**config.mk**
```make
export PLATFORM = sky130hd
export DESIGN_NAME = pll_lock_supervisor_flat
export DESIGN_NICKNAME = d
export VERILOG_FILES = /design/src/rtl/pll_ctrl_pkg.sv /design/src/rtl/pll_lock_supervisor_if.sv /design/src/rtl/sync_2ff.sv /design/src/rtl/pll_lock_supervisor.sv /design/src/flat_wrapper.sv
export SDC_FILE = /design/constraint.sdc
export NUM_CORES = 1
export LEC_CHECK = 0
export ABC_AREA = 1
export CORE_ASPECT_RATIO = 1.5
export CORE_MARGIN = 5
export CORE_UTILIZATION = 35
export DETAILED_ROUTE_END_ITERATION = 10
export HOLD_SLACK_MARGIN = 0.05
export PLACE_DENSITY_LB_ADDON = 0.05
export SYNTH_ARGS = -nofsm -noshare
export SYNTH_HDL_FRONTEND = slang
export SYNTH_SLANG_ARGS = --single-unit
```
**constraint.sdc**
```tcl
create_clock -name clk_in -period 2.3 [get_ports clk_in]
set_input_delay 0.69 -clock clk_in [delete_from_list [all_inputs] [get_ports clk_in]]
set_output_delay 0.69 -clock clk_in [all_outputs]
set_load 0.01 [all_outputs]
```
**src/rtl/pll_ctrl_pkg.sv**
```systemverilog
// Shared types and sizing helpers for the PLL lock supervisor.
// Latency: n/a (declarations only).
// Backpressure: n/a.
//
// Contents: sequencer state enum, counter-width helper.
package pll_ctrl_pkg;

   typedef enum logic [2:0] {
      RESET     = 3'd0,
      WAIT_LOCK = 3'd1,
      STABLE    = 3'd2,
      RUN       = 3'd3,
      FAULT     = 3'd4
   } state_e;

   // One counter serves every timed state, so it must hold the largest
   // terminal count of the three.
   function automatic int cnt_width(input int a, input int b, input int c);
      int m;
      m = a;
      if (b > m) m = b;
      if (c > m) m = c;
      return $clog2(m + 1);
   endfunction

endpackage

```
**src/rtl/pll_lock_supervisor_if.sv**
```systemverilog
// Bundle of PLL control / status signals between supervisor and PLL/system side.
// Latency: n/a (wiring only).
// Backpressure: none; all signals are level or single-cycle pulses.
//
// master: the supervisor (consumes pll_lock/restart, drives the rest).
// slave : the PLL / system side.
interface pll_lock_supervisor_if;
   logic       pll_lock;   // raw PLL LOCK, asynchronous to clk_in
   logic       restart;    // single-cycle request for a new attempt
   logic       pll_reset;  // PLL RESET, active-high
   logic       sys_rst_n;  // downstream reset, active-low
   logic       ready;      // high only in RUN
   logic       fault;      // high only in FAULT
   logic [3:0] retry_cnt;  // failed attempts in current sequence
   logic [7:0] loss_cnt;   // lock losses seen in RUN, saturating

   modport master (
      input  pll_lock, restart,
      output pll_reset, sys_rst_n, ready, fault, retry_cnt, loss_cnt
   );

   modport slave (
      output pll_lock, restart,
      input  pll_reset, sys_rst_n, ready, fault, retry_cnt, loss_cnt
   );
endinterface

```
**src/rtl/sync_2ff.sv**
```systemverilog
// Generic two-flop synchronizer for a single asynchronous level.
// Latency: input visible on q after 2 clk edges.
// Backpressure: none.
//
// Ports: clk, rst_n (async active-low, resets to 0), d (async in), q (synced out).
module sync_2ff (
   input  logic clk,
   input  logic rst_n,
   input  logic d,
   output logic q
);

   logic meta;

   always_ff @(posedge clk or negedge rst_n) begin
      if (!rst_n) begin
         meta <= 1'b0;
         q    <= 1'b0;
      end else begin
         meta <= d;
         q    <= meta;
      end
   end

endmodule

```
**src/rtl/pll_lock_supervisor.sv**
```systemverilog
// Sequences PLL reset, lock wait and lock qualification; gates downstream reset; retries then faults.
// Latency: lock sampled at E0 -> RUN at E(2+STABLE_CYCLES); lock loss in RUN -> reset at E2.
// Backpressure: none; restart is accepted in any state and wins over every other transition.
//
// Ports: clk_in (PLL reference clock), rst_n (async active-low), bus (master modport:
// pll_lock/restart in; pll_reset, sys_rst_n, ready, fault, retry_cnt, loss_cnt out).
module pll_lock_supervisor
   import pll_ctrl_pkg::*;
#(
   parameter int RESET_PULSE   = 16,
   parameter int LOCK_TIMEOUT  = 27000,
   parameter int STABLE_CYCLES = 2700,
   parameter int MAX_RETRIES   = 3
) (
   input  logic                  clk_in,
   input  logic                  rst_n,
   pll_lock_supervisor_if.master bus
);

   localparam int CNT_W = cnt_width(RESET_PULSE, LOCK_TIMEOUT, STABLE_CYCLES);

   localparam logic [CNT_W-1:0] RP_LAST = CNT_W'(RESET_PULSE - 1);
   localparam logic [CNT_W-1:0] LT_LAST = CNT_W'(LOCK_TIMEOUT - 1);
   localparam logic [CNT_W-1:0] SC_LAST = CNT_W'(STABLE_CYCLES - 1);
   localparam logic [3:0]       RETRY_MAX = 4'(MAX_RETRIES);

   state_e           st, st_nxt;
   logic [CNT_W-1:0] cnt;
   logic [3:0]       retry_nxt;
   logic [7:0]       loss_nxt;
   logic             lock_s;
   logic             fail;

   sync_2ff u_lock_sync (
      .clk   (clk_in),
      .rst_n (rst_n),
      .d     (bus.pll_lock),
      .q     (lock_s)
   );

   always_comb begin
      st_nxt    = st;
      retry_nxt = bus.retry_cnt;
      loss_nxt  = bus.loss_cnt;
      fail      = 1'b0;

      if (bus.restart) begin
         st_nxt    = RESET;
         retry_nxt = 4'd0;
      end else begin
         case (st)
            RESET: begin
               if (cnt == RP_LAST) st_nxt = WAIT_LOCK;
            end
            WAIT_LOCK: begin
               if (lock_s)                st_nxt = STABLE;
               else if (cnt == LT_LAST)   fail   = 1'b1;
            end
            STABLE: begin
               // Any dropout while qualifying counts as a failed attempt.
               if (!lock_s) begin
                  fail = 1'b1;
               end else if (cnt == SC_LAST) begin
                  st_nxt    = RUN;
                  retry_nxt = 4'd0;
               end
            end
            RUN: begin
               if (!lock_s) begin
                  st_nxt = RESET;
                  if (bus.loss_cnt != 8'hFF) loss_nxt = bus.loss_cnt + 8'd1;
               end
            end
            FAULT:   st_nxt = FAULT;
            default: st_nxt = RESET;
         endcase
      end

      if (fail) begin
         if (bus.retry_cnt == RETRY_MAX) begin
            st_nxt = FAULT;
         end else begin
            retry_nxt = bus.retry_cnt + 4'd1;
            st_nxt    = RESET;
         end
      end
   end

   // Outputs are decoded from the next state so they change on the same
   // edge as the state register and come straight from flops.
   always_ff @(posedge clk_in or negedge rst_n) begin
      if (!rst_n) begin
         st            <= RESET;
         cnt           <= '0;
         bus.pll_reset <= 1'b1;
         bus.sys_rst_n <= 1'b0;
         bus.ready     <= 1'b0;
         bus.fault     <= 1'b0;
         bus.retry_cnt <= 4'd0;
         bus.loss_cnt  <= 8'd0;
      end else begin
         st <= st_nxt;
         // restart in RESET is not a state change but still starts a full pulse.
         if (bus.restart || (st_nxt != st))
            cnt <= '0;
         else if (st == RESET || st == WAIT_LOCK || st == STABLE)
            cnt <= cnt + CNT_W'(1);
         bus.pll_reset <= (st_nxt == RESET) || (st_nxt == FAULT);
         bus.sys_rst_n <= (st_nxt == RUN);
         bus.ready     <= (st_nxt == RUN);
         bus.fault     <= (st_nxt == FAULT);
         bus.retry_cnt <= retry_nxt;
         bus.loss_cnt  <= loss_nxt;
      end
   end

endmodule
```
**src/flat_wrapper.sv**
```systemverilog
// flat-port wrapper written by rule: the top's interface ports become plain ports
module pll_lock_supervisor_flat import pll_ctrl_pkg::*;
#(
   parameter int RESET_PULSE   = 16,
   parameter int LOCK_TIMEOUT  = 27000,
   parameter int STABLE_CYCLES = 2700,
   parameter int MAX_RETRIES   = 3
)
  (clk_in, rst_n, bus_pll_lock, bus_restart, bus_pll_reset, bus_sys_rst_n, bus_ready, bus_fault, bus_retry_cnt, bus_loss_cnt);
  pll_lock_supervisor_if bus_i ();
  input  logic clk_in;
  input  logic rst_n;
  input wire logic [$bits(bus_i.pll_lock)-1:0] bus_pll_lock;
  input wire logic [$bits(bus_i.restart)-1:0] bus_restart;
  output wire logic [$bits(bus_i.pll_reset)-1:0] bus_pll_reset;
  output wire logic [$bits(bus_i.sys_rst_n)-1:0] bus_sys_rst_n;
  output wire logic [$bits(bus_i.ready)-1:0] bus_ready;
  output wire logic [$bits(bus_i.fault)-1:0] bus_fault;
  output wire logic [$bits(bus_i.retry_cnt)-1:0] bus_retry_cnt;
  output wire logic [$bits(bus_i.loss_cnt)-1:0] bus_loss_cnt;
  assign bus_i.pll_lock = bus_pll_lock;
  assign bus_i.restart = bus_restart;
  assign bus_pll_reset = bus_i.pll_reset;
  assign bus_sys_rst_n = bus_i.sys_rst_n;
  assign bus_ready = bus_i.ready;
  assign bus_fault = bus_i.fault;
  assign bus_retry_cnt = bus_i.retry_cnt;
  assign bus_loss_cnt = bus_i.loss_cnt;
  pll_lock_supervisor #(.RESET_PULSE(RESET_PULSE), .LOCK_TIMEOUT(LOCK_TIMEOUT), .STABLE_CYCLES(STABLE_CYCLES), .MAX_RETRIES(MAX_RETRIES)) u_core (.clk_in(clk_in), .rst_n(rst_n), .bus(bus_i));
endmodule
```
== After elaboration in Yosys (flattened, before gate mapping) ==
Cells that the tools add are included.

* Add/sub/neg operators: 3
* Multipliers: 0
* Div/mod/pow operators: 0
* Order comparisons: 0
* Equality and inequality tests: 12
* Shift operators: 0
* Muxes and demuxes: 22
* Bitwise logic cells: 2
* Reduce and logical (&&, ||, !) cells: 8

{| class="wikitable"
|+ Operators with widths
! cell !! number
|-
| 15-bit two-way mux || 2
|-
| 3-bit two-way mux || 8
|-
| 4-bit two-way mux || 6
|-
| 15-bit by 1-bit adder with 15-bit output (second input constant) || 1
|-
| 15-bit by 12-bit equality test with 1-bit output (second input constant) || 1
|-
| 15-bit equality test (second input constant) || 1
|-
| 15-bit by 4-bit equality test with 1-bit output (second input constant) || 1
|-
| 3-bit case mux with 5 select lines || 1
|-
| 3-bit by 2-bit equality test with 1-bit output (second input constant) || 3
|-
| 8-bit by 1-bit adder with 8-bit output (second input constant) || 1
|-
| 8-bit != test (second input constant) || 1
|-
| 3-bit equality test (second input constant) || 2
|-
| 3-bit zero test || 2
|-
| 4-bit by 1-bit adder with 4-bit output (second input constant) || 1
|-
| 4-bit by 2-bit equality test with 1-bit output (second input constant) || 1
|-
| 1-bit logical OR || 4
|-
| 1-bit two-way mux || 4
|-
| 4-bit AND reduction || 1
|-
| 3-bit by 1-bit equality test with 1-bit output (second input constant) || 1
|-
| 3-bit != test || 1
|-
| 1-bit NOT || 2
|-
| 1-bit case mux with 2 select lines || 1
|-
| 2-bit nonzero test || 1
|}

* Bits in registers: 35
* Latch bits: 0
* RAM bits: 0
* Memory bits (read-only): 0
* Word-level logic and storage cells: 56
* Memories: 0

== Logic depth before layout (Yosys ltp) ==
* Word-level depth: 9
* Depth in mapped cells: 15

== Modules after synthesis ==
Synthesis repeated with hierarchy kept, for this count alone.

* Cell total of the unflattened synthesis: 218
* Area, all modules: 1913.1 um^2

{| class="wikitable"
|+ By module, submodules not included
! module !! instances !! cells each !! area each (um^2) !! seq. area each (um^2)
|-
| pll_lock_supervisor || 1 || 216 || 1863.0 || 827.0
|-
| sync_2ff || 1 || 2 || 50.0 || 50.0
|}

== Worst setup path before layout ==
OpenSTA, ideal clock, no wires.

* Path type: input -> register
* From: input port bus_restart
* To: register u_core.cnt[7]
* Arrival: 1590 ps
* Required time: 2229 ps
* Slack: 639 ps
* Stages on the path: 8
* Path buffers: 1
* Cells stage by stage: nor4_2 > nand2_4 > nand2_1 > nand2_1 > nor2_2 > nand2_2 > buf_6 > nor2_1

* Longest elaborated chain between the ends: 5
* Elaborated cells between the ends (all ways): 7

{| class="wikitable"
|+ RTL lines
! element !! RTL line !! RTL
|-
| from (decl) || flat_wrapper.sv:14 || <nowiki>input wire logic [$bits(bus_i.restart)-1:0] bus_restart;</nowiki>
|-
| 3-bit two-way mux / 1-bit two-way mux (equally long branches) || pll_lock_supervisor.sv:47 || <nowiki>if (bus.restart) begin</nowiki>
|-
| 3-bit two-way mux || pll_lock_supervisor.sv:79 || <nowiki>if (fail) begin</nowiki>
|-
| 3-bit != test || pll_lock_supervisor.sv:104 || <nowiki>if (bus.restart || (st_nxt != st))</nowiki>
|-
| 1-bit logical OR * || pll_lock_supervisor.sv:104 ||
|-
| 15-bit two-way mux / 2-bit nonzero test (equally long branches) || -- ||
|-
| to (signal assigned) || pll_lock_supervisor.sv:107 || <nowiki>cnt <= cnt + CNT_W'(1);</nowiki>
|-
| to (decl) || pll_lock_supervisor.sv:28 || <nowiki>logic [CNT_W-1:0] cnt;</nowiki>
|}

Every way passes the cells marked *; elsewhere a longest branch is shown, timed or not.
A chain may end at the register's enable or synchronous reset.

== Worst setup path after layout ==
* From: register u_core.bus.pll_reset
* To: output port bus_pll_reset

{| class="wikitable"
|+ RTL lines
! element !! RTL line !! RTL
|-
| from (decl) || pll_lock_supervisor_if.sv:19 || <nowiki>output pll_reset, sys_rst_n, ready, fault, retry_cnt, loss_cnt</nowiki>
|-
| from (signal assigned) || pll_lock_supervisor.sv:108 || <nowiki>bus.pll_reset <= (st_nxt == RESET) || (st_nxt == FAULT);</nowiki>
|-
| to (decl) || flat_wrapper.sv:15 || <nowiki>output wire logic [$bits(bus_i.pll_reset)-1:0] bus_pll_reset;</nowiki>
|}

No word-level cell between the ends.

==> out/metrics.yaml <==
sta:
  setup_ws_ns: 0.292
  whs_ns: 0.350
  fin_crit_sh_pct: 87.3
  finalSetupViolCount: 0
  skew_ns: 0.00641
  drv_slew: 0
  tightest_slew_ns: 0.450
  timing.fmax_mhz: 498
  hold_viol: 0
  rsz0062_at_grt: "no"
  min_period_ns: 2.01
  max_slew_margin_pct: 70.0
global_route:
  gr-total-overflow: 0
  grt_pass1_wl_mm: 7.04
  grt_usage_pct: 12.5
  grt_pass1_vias: 1630
  antenna_found_initial: 0
  grt_start_max_net_pins: 36
detailed_routing:
  via_per_inst: 4.68
  first_pass_iters: 4
  drt_iter0_drc: 48
  drc: 0
  ant_nets: 0
  avgRoutedWirePerCell_um: 12.3
  wirelength_mm: 3.89
  vias: 1482
cts:
  cts_tree: "built"
  htree_levels: 2
  cts_buffers: 5
  cts_sinks: 35
  cts_resized: 0
  clkSlewWorstSetupHoldPaths_ns: 0.07
  root_buffer: "clkbuf_8"
  cts_setup_buffers: 0
  clock_latency_ns: 0.28
  hold_buffers: 0
  cts_buffer_depth: 2
worst_setup_path:
  reg2reg_depth: 12
  r2r_slack_ns: 0.44
  cp_slowest_stage_delay_ns: 0.52
  path_class: "reg2out"
  crit_chain: "clkdlybuf4s50_1"
  path_buf_inv: 1
  worstPathRequired_ns: 1.61
  crit_arrival_ns: 1.32
  crit_path_end_kind: "primary output"
  path_depth: 1
  r2r_end: "u_core.cnt[4]"
  crit_fanout: 1
  cp-start-kind: "flip-flop"
  cp_slowest_cell: "dfstp_2"
  path_delay_family: "flip-flops"
  r2r_start: "u_core.cnt[0]"
floorplan:
  start_util_pct: 35.9
  die_h_um: 99.1
  dieArea_um2: 6880
  die_x_um: 69.4
  rows: 32
  io_pins: 20
  core_um2: 5160
synth:
  yosysWarningCount: 0
  ys_ff_latch: 35
  synth.avg_cell_area_um2: 8.31
  syn_inst: 223
  syn_area_um2: 1850
  ys_seq_area_share_pct: 47.3
  yosysUniqueCellTypes: 26
  synth_nets: 230
hold_path:
  hold_start: "u_core.u_lock_sync.meta"
  min_path_cells: 0
  hold_end: "u_core.u_lock_sync.q"
  hold_class: "reg2reg"
finish:
  layout.cells.non_filler: 317
  final_core_util_pct: 42.7
  fin_nets: 256
  final_common_cell: "nor2_1"
  layout-drive-gt1-share_pct: 10.0
  mostFrequentLayoutCells: "nor2_1, nand2_1, dfrtp_1"
  diodes: 0
  syn_to_final_growth_pct: 18.9
placed_design:
  place_ws_ns: -0.0277
  gp_congestion: 0.875
  io_buffers: 19
  dp.cells: 310
  place_hpwl_mm: 2.91
pwr:
  irDropWorstVdd_mv: 0.279
  leakage_nw: 1.02
  p_total_mw: 1.20
  power_density_nw_per_um2: 546
job:
  drv_cap: 0
outcome:
  outcome: "finished, final reports clean"
==> how the worst max path moves through the flow <==
stage | startpoint | end
after detailed placement | bus_restart | u_core.cnt[4]
after floorplan | bus_restart | u_core.cnt[7]
after global routing | bus_restart | u_core.cnt[6]
after global placement | bus_restart | u_core.cnt[7]
final | u_core.bus.pll_reset | bus_pll_reset
after CTS | u_core.bus.pll_reset | bus_pll_reset
==> logic make-up (layout without fill, tap and decap cells) <==
group                      after synthesis  after routing  synth area share (%)
AOI/OAI and AO/OA                        7              7                  2.16
xor gates and xnor gates                20             20                  9.45
adders and majority gates                3              3                  2.03
buffers and inverters                   29             55                  6.89
DFF                                     35             35                  47.3
muxes                                    2              2                  1.15
and+or+nand+nor                        127            127                  31.0
==> where the power goes <==
part           internal (mW)  leakage, nW  switching, mW
Combinational         0.0412        0.501         0.0612
Clock                  0.235       0.0470          0.214
Sequential             0.633        0.472         0.0183
Total                  0.909         1.02          0.294
==> worst register-to-register path: cells and delay by family (launching register included) <==
kind	cells	cell delay, ns
simple gates	10	1.06
flops	1	0.38
fa+ha+maj	1	0.23
buf+inv	1	0.07
==> metal layers <==
layer  GRT usage (%)  up-vias  share of wire, %
met3            3.44       10               3.2
met1            12.9      698                42
met4            5.71        0               2.3
met2            23.3       20                52
met5               0        -                 0
li1                -      754                 -
==> layout make-up <==
type                    count  area [µm²]
fillers                   554        2960
flip-flops and latches     35         877
multi-input cells         159         848
repair buffers             22         208
inverters                  26        97.6
well taps                  68        85.1
clock buffers               6        82.6
clock inverters             1        5.00
==> synth_stat cells <==
library cell | instances | area share [%]
inv_1 | 24 | 4.9
dfstp_2 | 1 | 1.4
mux2_2 | 1 | 0.61
nand4_1 | 5 | 1.7
dfrtp_1 | 34 | 46
inv_2 | 2 | 0.41
or2_2 | 1 | 0.34
xor2_1 | 15 | 7.1
nor2_2 | 2 | 0.68
a32oi_1 | 1 | 0.47
o22ai_1 | 1 | 0.34
nand2_2 | 3 | 1.0
nor4_2 | 1 | 0.68
nand3_1 | 22 | 5.9
buf_4 | 1 | 0.41
nor3_1 | 6 | 1.6
mux2i_1 | 1 | 0.54
o21ai_0 | 5 | 1.4
nor2_1 | 45 | 9.1
ha_1 | 3 | 2.0
xnor2_1 | 5 | 2.4
nand3_2 | 1 | 0.54
nand2_1 | 37 | 7.5
nor4_1 | 2 | 0.68
buf_6 | 2 | 1.2
nand2_4 | 2 | 1.2
==> stage by stage <==
step / cell area [µm²] / setup TNS, ns
2_1_floorplan: 1850 / 0
3_3_place_gp: 2120 / 0
3_5_place_dp: 2120 / -0.201
4_1_cts: 2200 / 0
5_1_grt: 2200 / 0
6_report: 2200 / 0
==> sequential cells by signal, summed over array words and instances, names as in the netlist <==
name                     cells
u_core.bus.fault             1
u_core.bus.pll_reset         1
u_core.bus.sys_rst_n         1
u_core.st                    3
u_core.u_lock_sync.meta      1
u_core.bus.loss_cnt          8
u_core.u_lock_sync.q         1
u_core.cnt                  15
u_core.bus.retry_cnt         4
No activity file was read; power rests on OpenSTA's default activity.
